<file path="config.mk">
export PLATFORM = sky130hd
export DESIGN_NAME = uart_si_param
export DESIGN_NICKNAME = d
export VERILOG_FILES = /design/src/rtl/uart_si_param.sv
export SDC_FILE = /design/constraint.sdc
export NUM_CORES = 1
export LEC_CHECK = 0
export ABC_AREA = 1
export BUFFER_PORTS_ARGS = -buffer_cell sky130_fd_sc_hd__buf_2
export CAP_MARGIN = 10
export CORE_UTILIZATION = 65
export CTS_CLUSTER_SIZE = 8
export DETAILED_ROUTE_END_ITERATION = 6
export PLACE_DENSITY = 0.85
export SLEW_MARGIN = 20
export SYNTH_ARGS = -nofsm -noshare
export SYNTH_HDL_FRONTEND = slang
export SYNTH_SLANG_ARGS = --single-unit
</file>
<file path="constraint.sdc">
create_clock -name clk -period 6.9 [get_ports clk]
set_input_delay 0.69 -clock clk [delete_from_list [all_inputs] [get_ports clk]]
set_output_delay 0.69 -clock clk [all_outputs]
set_load 0.03 [all_outputs]
</file>
<file path="src/rtl/uart_si_param.sv">
// -----------------------------------------------------------------------------
// uart_si_param
// Full-duplex UART peripheral on the simple register bus (addr/we/re/wd/rd).
// It has a TX FIFO feeding a serialiser and a mid-bit-sampling receiver feeding
// an RX FIFO. It also provides a status register, sticky error flags and a
// registered level interrupt.
//
// Build option: define UART_PARITY_EN to add the parity bit state to both
// FSMs. It also adds the CR par_en/par_odd bits and the SR par_err flag.
// Without it, frames are 1 start + DATA_W data + 1 stop. CR[6:5] and SR[7]
// then read 0.
//
// Ports:
//   clk      clock
//   rst      asynchronous reset, active-high
//   addr     register address (0x0 CR, 0x4 TX_RX, 0x8 DR, 0xC SR)
//   we       write strobe
//   re       read strobe (pops RX FIFO when addr is TX_RX)
//   wd       write data
//   rd       read data, combinational from addr
//   irq      level interrupt, registered
//   uart_tx  serial output, idle high
//   uart_rx  serial input, asynchronous to clk
//
// Bus handshake: there is no wait state. A write takes effect at the clock
// edge where we=1. A read returns data combinationally in the same cycle. The
// RX pop happens at the edge where re=1 and addr selects TX_RX and the FIFO is
// not empty.
// -----------------------------------------------------------------------------
module uart_si_param #(
  parameter int DATA_W      = 8,
  parameter int TX_DEPTH    = 8,
  parameter int RX_DEPTH    = 8,
  parameter int SYNC_STAGES = 2
) (
  input  logic        clk,
  input  logic        rst,
  input  logic [3:0]  addr,
  input  logic        we,
  input  logic        re,
  input  logic [31:0] wd,
  output logic [31:0] rd,
  output logic        irq,
  output logic        uart_tx,
  input  logic        uart_rx
);

  localparam int TX_AW = $clog2(TX_DEPTH);
  localparam int RX_AW = $clog2(RX_DEPTH);
  localparam logic [3:0] LAST_BIT = 4'(DATA_W - 1);

  localparam logic [3:0] A_CR   = 4'h0;
  localparam logic [3:0] A_TXRX = 4'h4;
  localparam logic [3:0] A_DR   = 4'h8;
  localparam logic [3:0] A_SR   = 4'hC;

  typedef enum logic [2:0] {
    S_IDLE  = 3'd0,
    S_START = 3'd1,
    S_DATA  = 3'd2,
    S_PAR   = 3'd3,
    S_STOP  = 3'd4
  } state_e;

  // ---------------------------------------------------------------------------
  // Register file
  // ---------------------------------------------------------------------------
  logic        tx_en_q, rx_en_q, rie_q, tie_q;
  logic        par_en, par_odd;
  logic [15:0] dr_q;

  logic cr_wr, txrx_wr, dr_wr, flag_clr, rx_pop;

  assign cr_wr    = we && (addr == A_CR);
  assign txrx_wr  = we && (addr == A_TXRX);
  assign dr_wr    = we && (addr == A_DR);
  assign flag_clr = cr_wr && wd[7];

  always_ff @(posedge clk or posedge rst) begin
    if (rst) begin
      tx_en_q <= 1'b0;
      rx_en_q <= 1'b0;
      rie_q   <= 1'b0;
      tie_q   <= 1'b0;
      dr_q    <= 16'd0;
    end else begin
      if (cr_wr) begin
        tx_en_q <= wd[0];
        rx_en_q <= wd[1];
        rie_q   <= wd[2];
        tie_q   <= wd[3];
      end
      if (dr_wr) dr_q <= wd[15:0];
    end
  end

`ifdef UART_PARITY_EN
  logic par_en_q, par_odd_q;
  always_ff @(posedge clk or posedge rst) begin
    if (rst) begin
      par_en_q  <= 1'b0;
      par_odd_q <= 1'b0;
    end else if (cr_wr) begin
      par_en_q  <= wd[5];
      par_odd_q <= wd[6];
    end
  end
  assign par_en  = par_en_q;
  assign par_odd = par_odd_q;
`else
  assign par_en  = 1'b0;
  assign par_odd = 1'b0;
`endif

  // ---------------------------------------------------------------------------
  // TX FIFO: pointers carry one extra wrap bit to tell full from empty
  // ---------------------------------------------------------------------------
  logic [DATA_W-1:0] tx_mem_q [TX_DEPTH];
  logic [TX_AW:0]    tx_wptr_q, tx_rptr_q;
  logic              tx_emp, tx_full, tx_push, tx_pop;
  logic [DATA_W-1:0] tx_head;

  assign tx_emp  = (tx_wptr_q == tx_rptr_q);
  assign tx_full = (tx_wptr_q[TX_AW] != tx_rptr_q[TX_AW]) &&
                   (tx_wptr_q[TX_AW-1:0] == tx_rptr_q[TX_AW-1:0]);
  assign tx_push = txrx_wr && !tx_full;   // full: word silently dropped
  assign tx_head = tx_mem_q[tx_rptr_q[TX_AW-1:0]];

  always_ff @(posedge clk) begin
    if (tx_push) tx_mem_q[tx_wptr_q[TX_AW-1:0]] <= wd[DATA_W-1:0];
  end

  always_ff @(posedge clk or posedge rst) begin
    if (rst) begin
      tx_wptr_q <= '0;
      tx_rptr_q <= '0;
    end else begin
      if (tx_push) tx_wptr_q <= tx_wptr_q + 1'b1;
      if (tx_pop)  tx_rptr_q <= tx_rptr_q + 1'b1;
    end
  end

  // ---------------------------------------------------------------------------
  // TX FSM. Each state lasts dr_q+1 clocks. The bit counter reloads from dr_q
  // at every bit boundary, so a DR write takes effect on the next bit.
  // ---------------------------------------------------------------------------
  state_e            tx_state_q, tx_state_d;
  logic [15:0]       tx_cnt_q, tx_cnt_d;
  logic [3:0]        tx_bit_q, tx_bit_d;
  logic [DATA_W-1:0] tx_shift_q, tx_shift_d;
  logic              tx_par_q, tx_par_d;
  logic              tx_line_q, tx_line_d;
  logic              tx_load, tx_busy, tx_end;

  assign tx_end  = (tx_cnt_q == 16'd0);
  assign tx_busy = (tx_state_q != S_IDLE);

  always_comb begin
    tx_state_d = tx_state_q;
    tx_cnt_d   = tx_cnt_q;
    tx_bit_d   = tx_bit_q;
    tx_shift_d = tx_shift_q;
    tx_par_d   = tx_par_q;
    tx_load    = 1'b0;
    tx_line_d  = 1'b1;

    case (tx_state_q)
      S_IDLE: begin
        tx_load = tx_en_q && !tx_emp;
      end
      S_START: begin
        if (tx_end) begin
          tx_state_d = S_DATA;
          tx_bit_d   = 4'd0;
          tx_cnt_d   = dr_q;
        end else begin
          tx_cnt_d = tx_cnt_q - 16'd1;
        end
      end
      S_DATA: begin
        if (tx_end) begin
          tx_cnt_d = dr_q;
          if (tx_bit_q == LAST_BIT) begin
            tx_state_d = par_en ? S_PAR : S_STOP;
          end else begin
            tx_bit_d   = tx_bit_q + 4'd1;
            tx_shift_d = tx_shift_q >> 1;
          end
        end else begin
          tx_cnt_d = tx_cnt_q - 16'd1;
        end
      end
`ifdef UART_PARITY_EN
      S_PAR: begin
        if (tx_end) begin
          tx_state_d = S_STOP;
          tx_cnt_d   = dr_q;
        end else begin
          tx_cnt_d = tx_cnt_q - 16'd1;
        end
      end
`endif
      S_STOP: begin
        if (tx_end) begin
          // Chain straight into the next start bit when a word is waiting.
          tx_load = tx_en_q && !tx_emp;
          if (!tx_load) begin
            tx_state_d = S_IDLE;
            tx_cnt_d   = 16'd0;
          end
        end else begin
          tx_cnt_d = tx_cnt_q - 16'd1;
        end
      end
      default: begin
        tx_state_d = S_IDLE;
        tx_cnt_d   = 16'd0;
      end
    endcase

    if (tx_load) begin
      tx_state_d = S_START;
      tx_shift_d = tx_head;
      tx_par_d   = (^tx_head) ^ par_odd;
      tx_cnt_d   = dr_q;
    end

    // Line level is registered together with the state so uart_tx is glitch free.
    case (tx_state_d)
      S_START: tx_line_d = 1'b0;
      S_DATA:  tx_line_d = tx_shift_d[0];
      S_PAR:   tx_line_d = tx_par_d;
      default: tx_line_d = 1'b1;
    endcase
  end

  assign tx_pop = tx_load;

  always_ff @(posedge clk or posedge rst) begin
    if (rst) begin
      tx_state_q <= S_IDLE;
      tx_cnt_q   <= 16'd0;
      tx_bit_q   <= 4'd0;
      tx_shift_q <= '0;
      tx_par_q   <= 1'b0;
      tx_line_q  <= 1'b1;
    end else begin
      tx_state_q <= tx_state_d;
      tx_cnt_q   <= tx_cnt_d;
      tx_bit_q   <= tx_bit_d;
      tx_shift_q <= tx_shift_d;
      tx_par_q   <= tx_par_d;
      tx_line_q  <= tx_line_d;
    end
  end

  assign uart_tx = tx_line_q;

  // ---------------------------------------------------------------------------
  // RX synchroniser. Flops reset to the idle-high level so that reset release
  // cannot fake a falling edge.
  // ---------------------------------------------------------------------------
  logic [SYNC_STAGES-1:0] rx_sync_q;
  logic                   rx_prev_q, rx_s;

  always_ff @(posedge clk or posedge rst) begin
    if (rst) begin
      rx_sync_q <= '1;
      rx_prev_q <= 1'b1;
    end else begin
      rx_sync_q <= {rx_sync_q[SYNC_STAGES-2:0], uart_rx};
      rx_prev_q <= rx_s;
    end
  end

  assign rx_s = rx_sync_q[SYNC_STAGES-1];

  // ---------------------------------------------------------------------------
  // RX FSM. START waits half a bit (dr_q/2+1 clocks) to land mid-bit. Every
  // later sample is one full bit period apart.
  // ---------------------------------------------------------------------------
  state_e            rx_state_q, rx_state_d;
  logic [15:0]       rx_cnt_q, rx_cnt_d;
  logic [3:0]        rx_bit_q, rx_bit_d;
  logic [DATA_W-1:0] rx_shift_q, rx_shift_d;
  logic              rx_par_q, rx_par_d;
  logic              rx_end, rx_push, set_frm, set_par;

  assign rx_end = (rx_cnt_q == 16'd0);

  always_comb begin
    rx_state_d = rx_state_q;
    rx_cnt_d   = rx_cnt_q;
    rx_bit_d   = rx_bit_q;
    rx_shift_d = rx_shift_q;
    rx_par_d   = rx_par_q;
    rx_push    = 1'b0;
    set_frm    = 1'b0;
    set_par    = 1'b0;

    case (rx_state_q)
      S_IDLE: begin
        if (rx_prev_q && !rx_s) begin
          rx_state_d = S_START;
          rx_cnt_d   = {1'b0, dr_q[15:1]};
        end
      end
      S_START: begin
        if (rx_end) begin
          if (rx_s) begin
            rx_state_d = S_IDLE;          // false start
          end else begin
            rx_state_d = S_DATA;
            rx_bit_d   = 4'd0;
            rx_cnt_d   = dr_q;
          end
        end else begin
          rx_cnt_d = rx_cnt_q - 16'd1;
        end
      end
      S_DATA: begin
        if (rx_end) begin
          rx_shift_d = {rx_s, rx_shift_q[DATA_W-1:1]};
          rx_cnt_d   = dr_q;
          if (rx_bit_q == LAST_BIT) begin
            rx_state_d = par_en ? S_PAR : S_STOP;
          end else begin
            rx_bit_d = rx_bit_q + 4'd1;
          end
        end else begin
          rx_cnt_d = rx_cnt_q - 16'd1;
        end
      end
`ifdef UART_PARITY_EN
      S_PAR: begin
        if (rx_end) begin
          rx_par_d   = rx_s;
          rx_state_d = S_STOP;
          rx_cnt_d   = dr_q;
        end else begin
          rx_cnt_d = rx_cnt_q - 16'd1;
        end
      end
`endif
      S_STOP: begin
        if (rx_end) begin
          rx_state_d = S_IDLE;
          rx_cnt_d   = 16'd0;
          if (!rx_s) begin
            set_frm = 1'b1;
          end else if (par_en && (rx_par_q != ((^rx_shift_q) ^ par_odd))) begin
            set_par = 1'b1;
          end else begin
            rx_push = 1'b1;
          end
        end else begin
          rx_cnt_d = rx_cnt_q - 16'd1;
        end
      end
      default: begin
        rx_state_d = S_IDLE;
        rx_cnt_d   = 16'd0;
      end
    endcase

    // Disabling the receiver abandons any partial frame immediately.
    if (!rx_en_q) begin
      rx_state_d = S_IDLE;
      rx_cnt_d   = 16'd0;
      rx_push    = 1'b0;
      set_frm    = 1'b0;
      set_par    = 1'b0;
    end
  end

  always_ff @(posedge clk or posedge rst) begin
    if (rst) begin
      rx_state_q <= S_IDLE;
      rx_cnt_q   <= 16'd0;
      rx_bit_q   <= 4'd0;
      rx_shift_q <= '0;
      rx_par_q   <= 1'b0;
    end else begin
      rx_state_q <= rx_state_d;
      rx_cnt_q   <= rx_cnt_d;
      rx_bit_q   <= rx_bit_d;
      rx_shift_q <= rx_shift_d;
      rx_par_q   <= rx_par_d;
    end
  end

  // ---------------------------------------------------------------------------
  // RX FIFO. A pop in the same cycle frees the slot for a push into a full FIFO.
  // ---------------------------------------------------------------------------
  logic [DATA_W-1:0] rx_mem_q [RX_DEPTH];
  logic [RX_AW:0]    rx_wptr_q, rx_rptr_q;
  logic              rx_emp, rx_full, rx_wr, set_ovf;
  logic [DATA_W-1:0] rx_head;

  assign rx_emp  = (rx_wptr_q == rx_rptr_q);
  assign rx_full = (rx_wptr_q[RX_AW] != rx_rptr_q[RX_AW]) &&
                   (rx_wptr_q[RX_AW-1:0] == rx_rptr_q[RX_AW-1:0]);
  assign rx_pop  = re && (addr == A_TXRX) && !rx_emp;
  assign rx_wr   = rx_push && (!rx_full || rx_pop);
  assign set_ovf = rx_push && rx_full && !rx_pop;
  assign rx_head = rx_mem_q[rx_rptr_q[RX_AW-1:0]];

  always_ff @(posedge clk) begin
    if (rx_wr) rx_mem_q[rx_wptr_q[RX_AW-1:0]] <= rx_shift_q;
  end

  always_ff @(posedge clk or posedge rst) begin
    if (rst) begin
      rx_wptr_q <= '0;
      rx_rptr_q <= '0;
    end else begin
      if (rx_wr)  rx_wptr_q <= rx_wptr_q + 1'b1;
      if (rx_pop) rx_rptr_q <= rx_rptr_q + 1'b1;
    end
  end

  // ---------------------------------------------------------------------------
  // Sticky error flags: a set in the same cycle as a clear wins.
  // ---------------------------------------------------------------------------
  logic rx_ovf_q, frm_err_q, par_err_q;

  always_ff @(posedge clk or posedge rst) begin
    if (rst) begin
      rx_ovf_q  <= 1'b0;
      frm_err_q <= 1'b0;
      par_err_q <= 1'b0;
    end else begin
      rx_ovf_q  <= set_ovf | (rx_ovf_q  & ~flag_clr);
      frm_err_q <= set_frm | (frm_err_q & ~flag_clr);
      par_err_q <= set_par | (par_err_q & ~flag_clr);
    end
  end

  // ---------------------------------------------------------------------------
  // Interrupt (one clock of latency)
  // ---------------------------------------------------------------------------
  logic irq_q;

  always_ff @(posedge clk or posedge rst) begin
    if (rst) irq_q <= 1'b0;
    else     irq_q <= (rie_q && !rx_emp) || (tie_q && tx_emp && !tx_busy);
  end

  assign irq = irq_q;

  // ---------------------------------------------------------------------------
  // Read mux
  // ---------------------------------------------------------------------------
  always_comb begin
    rd = 32'd0;
    case (addr)
      A_CR:   rd = {24'd0, 1'b0, par_odd, par_en, 1'b0, tie_q, rie_q, rx_en_q, tx_en_q};
      A_TXRX: rd = rx_emp ? 32'd0 : {{(32-DATA_W){1'b0}}, rx_head};
      A_DR:   rd = {16'd0, dr_q};
      A_SR:   rd = {24'd0, par_err_q, frm_err_q, rx_ovf_q, rx_emp, rx_full,
                    tx_emp, tx_full, tx_busy};
      default: rd = 32'd0;
    endcase
  end

  // Bits of the write bus that no register stores.
  logic unused_wd;
  assign unused_wd = ^{wd[31:16], wd[6:4]};

endmodule

</file>
== Word-level counts from Yosys, hierarchy flattened ==
Memory sizes are Yosys's and may differ from the RTL's.
Index checks and enable logic that the tools add are counted.
Operators by class
  reduce and logical (&&, ||, !) cells: 45
  bitwise operators: 6
  eq/ne operators: 36
  $add $sub $neg: 8
  multiplexer cells: 58
Operators with widths (count)
  $mux 16: 10
  $pmux 16 s4: 2
  $pmux 16 s3: 1
  $mux 8: 5
  $mux 3: 12
  $logic_not 16->1: 2
  $sub 16x1->16 const B: 2
  $mux 4: 7
  $add 4x1->4 const B: 6
  $pmux 3 s4: 2
  $ne 2x2->1 const B: 9
  $logic_and 1x1->1: 17
  $pmux 4 s2: 2
  $ne 3x3->1 const B: 5
  $mux 1: 14
  $eq 3x2->1 const B: 4
  $eq 4x3->1 const B: 3
  $reduce_and 5->1: 2
  $eq 3x1->1 const B: 3
  $eq 4x4->1: 2
  $eq 4x4->1 const B: 2
  $ne 4x4->1 const B: 2
  $reduce_bool 2->1: 4
  $reduce_xor 8->1: 1
  18 further kinds: 34
Storage, ports and cells
  memory bits (writable): 128
  memories kept: 2
  logic and storage cells: 181
  register bits after elaboration: 107
Memories
  rx_mem_q: depth 8, width 8, rd ports 1, clocked after Yosys merged registers in 0, wr ports 1, RTL line 395  | logic [DATA_W-1:0] rx_mem_q [RX_DEPTH];
  tx_mem_q: depth 8, width 8, rd ports 1, clocked after Yosys merged registers in 0, wr ports 1, RTL line 118  | logic [DATA_W-1:0] tx_mem_q [TX_DEPTH];

== Longest topological paths before layout ==
  depth after elaboration: 9
  mapped depth: 13

== Worst setup path before layout ==
OpenSTA, ideal clock, no wires.
  path kind: input -> output
  from: input port addr[1]
  to: output port rd[5]
  setup slack: 4.090 ns
  arrival time: 2.120 ns
  stages: 6
  data required time: 6.210 ns
  cells stage by stage: nor2_1 > inv_1 > nor3_1 > inv_1 > clkbuf_1 > o211ai_1
Between the ends
  longest elaborated chain between the ends: 2
  elaborated cells on any way between the ends: 5
  those cells by class: eq/ne (3); mux (1); reduce/logical (1)
RTL lines
  start, declared: RTL line 38  | input logic [3:0] addr,
  $eq 4x4->1 (tied with other cells): RTL line 456  | case (addr)
  $pmux 16 s4 *: RTL line 456
  end, declared: RTL line 42  | output logic [31:0] rd,
Mark *: on every way between the ends. The rest lies on a longest branch, timed or not.

== Final worst setup path ==
  from: register rx_rptr_q[0]
  to: output port rd[2]
Between the ends
  longest elaborated chain between the ends: 3
  elaborated cells on any way between the ends: 4
  those cells by class: eq/ne (1); mux (2); memory (1)
RTL lines
  start, declared: RTL line 396  | logic [RX_AW:0] rx_wptr_q, rx_rptr_q;
  start signal, assigned: RTL line 418  | if (rx_pop) rx_rptr_q <= rx_rptr_q + 1'b1;
  $mem_v2 8x8 / $eq 4x4->1 (equally long branches)
  $mux 8 *: RTL line 458  | A_TXRX: rd = rx_emp ? 32'd0 : {{(32-DATA_W){1'b0}}, rx_head};
  $pmux 16 s4 *: RTL line 456
Marked as above.

==> impl_results.md <==
* Yosys top cell area share at roughly a third
* Rel. slew slack at between 30 and 40%
* Unrepaired setup endpoints after global routing: false
* Xor-xnor portion of the synthesized cell area at 3.11%
* WL final at approximately 27000 um
* Top_reg_cell synth: edfxtp_1
* Largest family of logic cells by synthesized area: simple AND/OR/NAND/NOR gates
* Avg Cell Area, Syn at between 8 and 9 um^2
* Max incr delay on CP at about 0.73 ns
* Most common cell in the synthesized netlist: nand2_1
* Initial antenna violation count at 0
* Synth warnings at 0
* Starting Density at around 68%
* Port Buffer Count at 42
* Area fraction in compound gates after synthesis at 7.65%
* CTS tree: built
* Synth Area in Adders at less than 1%
* Dominant cell type by area after synthesis: edfxtp_1
* CP most frequent cell: nand2_1
* Final Slew Violations at 0
* Die width at between 100 and 150 um
* Async SR Flop Fraction at a little under half
* Worst Setup End Kind: primary output
* Placeable Area at ~0.018 mm^2
* H-tree depth at 2
* Worst skew pair latency at ~0.50 ns
* DP HPWL at 17600 um
* Post-CTS setup buffer count at 0
* Arrival @ worst endpoint at ~3.2 ns
* Post-synth cell types at slightly above 50
* Critical path type: reg2out
* GR Util All Layers at 29.7%
* IO Count at 75
* Cell Area, Synth at roughly 0.012 mm^2
* Diodes inserted at 0
* Crit path cell chain: buf_4 > inv_1 > o21ai_0 > o22ai_1 > nand2_1 > nand2_1 > a22oi_1 > o211ai_1 > buf_2
* CP Data Required Time at between 6 and 7 ns
* Simple-Gate Fraction of Synth Area at 24.8%
* Die area at around 0.019 mm^2
* Max_cap viols at 0
* CTS resizes at 0
* Crit-path max FO at 33
* Root buffer cell: clkbuf_16
* Vias/cell at between 5 and 6
* Yosys reg bits at approximately 230
* Sequential share of the synthesized area at 54.9%
* Layout Skew at ~0.016 ns
* Core Rows at 48
* Max Fclk at 259 MHz
* Static Leakage at slightly below 6 nW
* Buf+Inv Stages, Crit Path at 3
* CTS Hold Buffers Added at 0
* Cell family with the largest share of critical-path delay: buffers and inverters
* First-pass GRT wire length at ~43000 um
* Clk sinks at ~230
* Routed vias at roughly 9400
* Post-layout min period at roughly 3.9 ns
* Gr ovfl total at 0
* Gpl congestion at between 0.9 and 1
* Top post-synthesis cells by area: edfxtp_1 32%, dfrtp_1 22%, nand2_1 11%
* Total Nets Final at 1426
* CTS Buf Count at 35
* Vias in the first global route at 8675
* P&R area growth vs syn at 11.3%
* DRC violations left at 0
* Peak supply drop at 0.000287 V
* Status: finished, final reports clean
* Synthesized instance count at approximately 1300
* Clock Path Buffers at 3
* 1st-iter DRT viols at slightly above 1000
* Largest net degree at the start of global routing at 80
* Worst hold path class: in2async
* Die Ht at 137 um
* Top cells by count, synth: 357 x nand2_1, 153 x inv_1, 128 x edfxtp_1
* Setup TNS at 0 ns
* Pre-antenna DRT Iters at 5
* Clock transition at the registers of the reported paths at ~0.050 ns
* Post-synth EDFFs at between 100 and 150
* Post-synthesis mux area share at 0.666%
* Final Core Density at between 70% and 80%
* Fin. Hold Viols at 0
* Power density over the cells at slightly above 400 mW/mm^2
* Final ANT Viol Nets at 0
* Worst-margin pin slew at ~1 ns
* Share of cells above drive strength 1 at about 11%
* DR WL/cell at ~17 um
* Critical path launch point type: flop
* Setup Viol. Count Final at 0
* Critical-path cell with the highest stage delay: inv_1
* Tcrit/Tclk final at 56.0%
-- power breakdown --
part,leakage (nW),total (mW),internal [mW],switching (mW)
logic,3.00,1.86,0.621,1.24
registers,2.48,1.91,1.66,0.250
clock network,0.483,1.56,0.964,0.594
-- worst paths after layout --
path                         startpoint  cells after the start              to  slack, ns
setup / recovery           rx_rptr_q[0]                      9           rd[2]       3.04
hold / removal                      rst                      2   rx_shift_q[5]       0.17
setup reg to reg           rx_rptr_q[1]                      8  rx_mem_q[7][3]       4.07
hold reg to reg            rx_sync_q[0]                      0    rx_sync_q[1]       0.35
max in group asynchronous           rst                      3   tx_shift_q[0]       5.40
min in group clk                uart_rx                      1    rx_sync_q[0]       0.29
-- metrics by stage --
stage / hold slack [ns] / power (mW) / setup WS (ns) / area [um^2] / cells
6_report: 0.172 / 5.33 / 3.04 / 13200 / 1623
5_1_grt: 0.188 / 5.64 / 2.81 / 13200 / 1623
4_1_cts: 0.169 / 5.32 / 3.06 / 13200 / 1623
3_5_place_dp: 0.349 / 3.75 / 3.56 / 12200 / 1564
3_3_place_gp: 0.349 / 3.67 / 3.68 / 12200 / 1564
2_1_floorplan: 0.345 / 3.33 / 3.43 / 11900 / 1344
-- cells in the final DEF (no fill, tap or decap), types with 10 or more instances in the layout --
cell	instances
buf_2	42
conb_1	16
nor3_1	15
o22ai_1	19
clkbuf_1	20
o21ai_0	72
nand2_1	357
xnor2_1	10
nand4_1	22
buf_4	14
o211ai_1	19
nor2_1	115
inv_1	152
xor2_1	32
nand3_1	114
a21oi_1	19
clkbuf_16	36
dfrtp_1	102
edfxtp_1	128
-- worst register-to-register path, cell delays in order, from the launching register on --
cell and delay, ns:
dfrtp_1 0.78, xnor2_1 0.15, nand3_1 0.17, nor2_2 0.07
nor2_4 0.21, nand2_2 0.13, nand2_2 0.15, nand4_2 0.17
nor2_1 0.64
-- final cells by class --
cell class	count	area [um^2]
clock buffers	56	976
clock inverters	3	33.8
fillers	1202	4350
multi-input cells	890	4480
flip-flops and latches	234	6500
inverters	159	602
well taps	225	282
repair buffers	56	315
-- layer usage --
| layer | GRT usage, % | routed length (um) |
|---|---|---|
| met4 | 9.46 | 503 |
| met1 | 40.2 | 11100 |
| met5 | 0 | 0 |
| met3 | 4.19 | 2090 |
| met2 | 49.6 | 13300 |
-- sequential cells by signal (all words and copies together), names as in the netlist, 8 cells and up --
name / cells
dr_q: 16
rx_cnt_q: 16
rx_mem_q: 64
rx_shift_q: 8
tx_cnt_q: 16
tx_mem_q: 64
tx_shift_q: 8
-- logic make-up after synthesis --
family                   Yosys count
flip-flops                       234
AO/OA/AOI/OAI                    151
AND/OR/NAND/NOR                  665
other                              1
buffers and inverters            220
adder cells (fa/ha/maj)            9
XOR/XNOR                          42
multiplexers                       7
(Power assumes the default switching activity.)
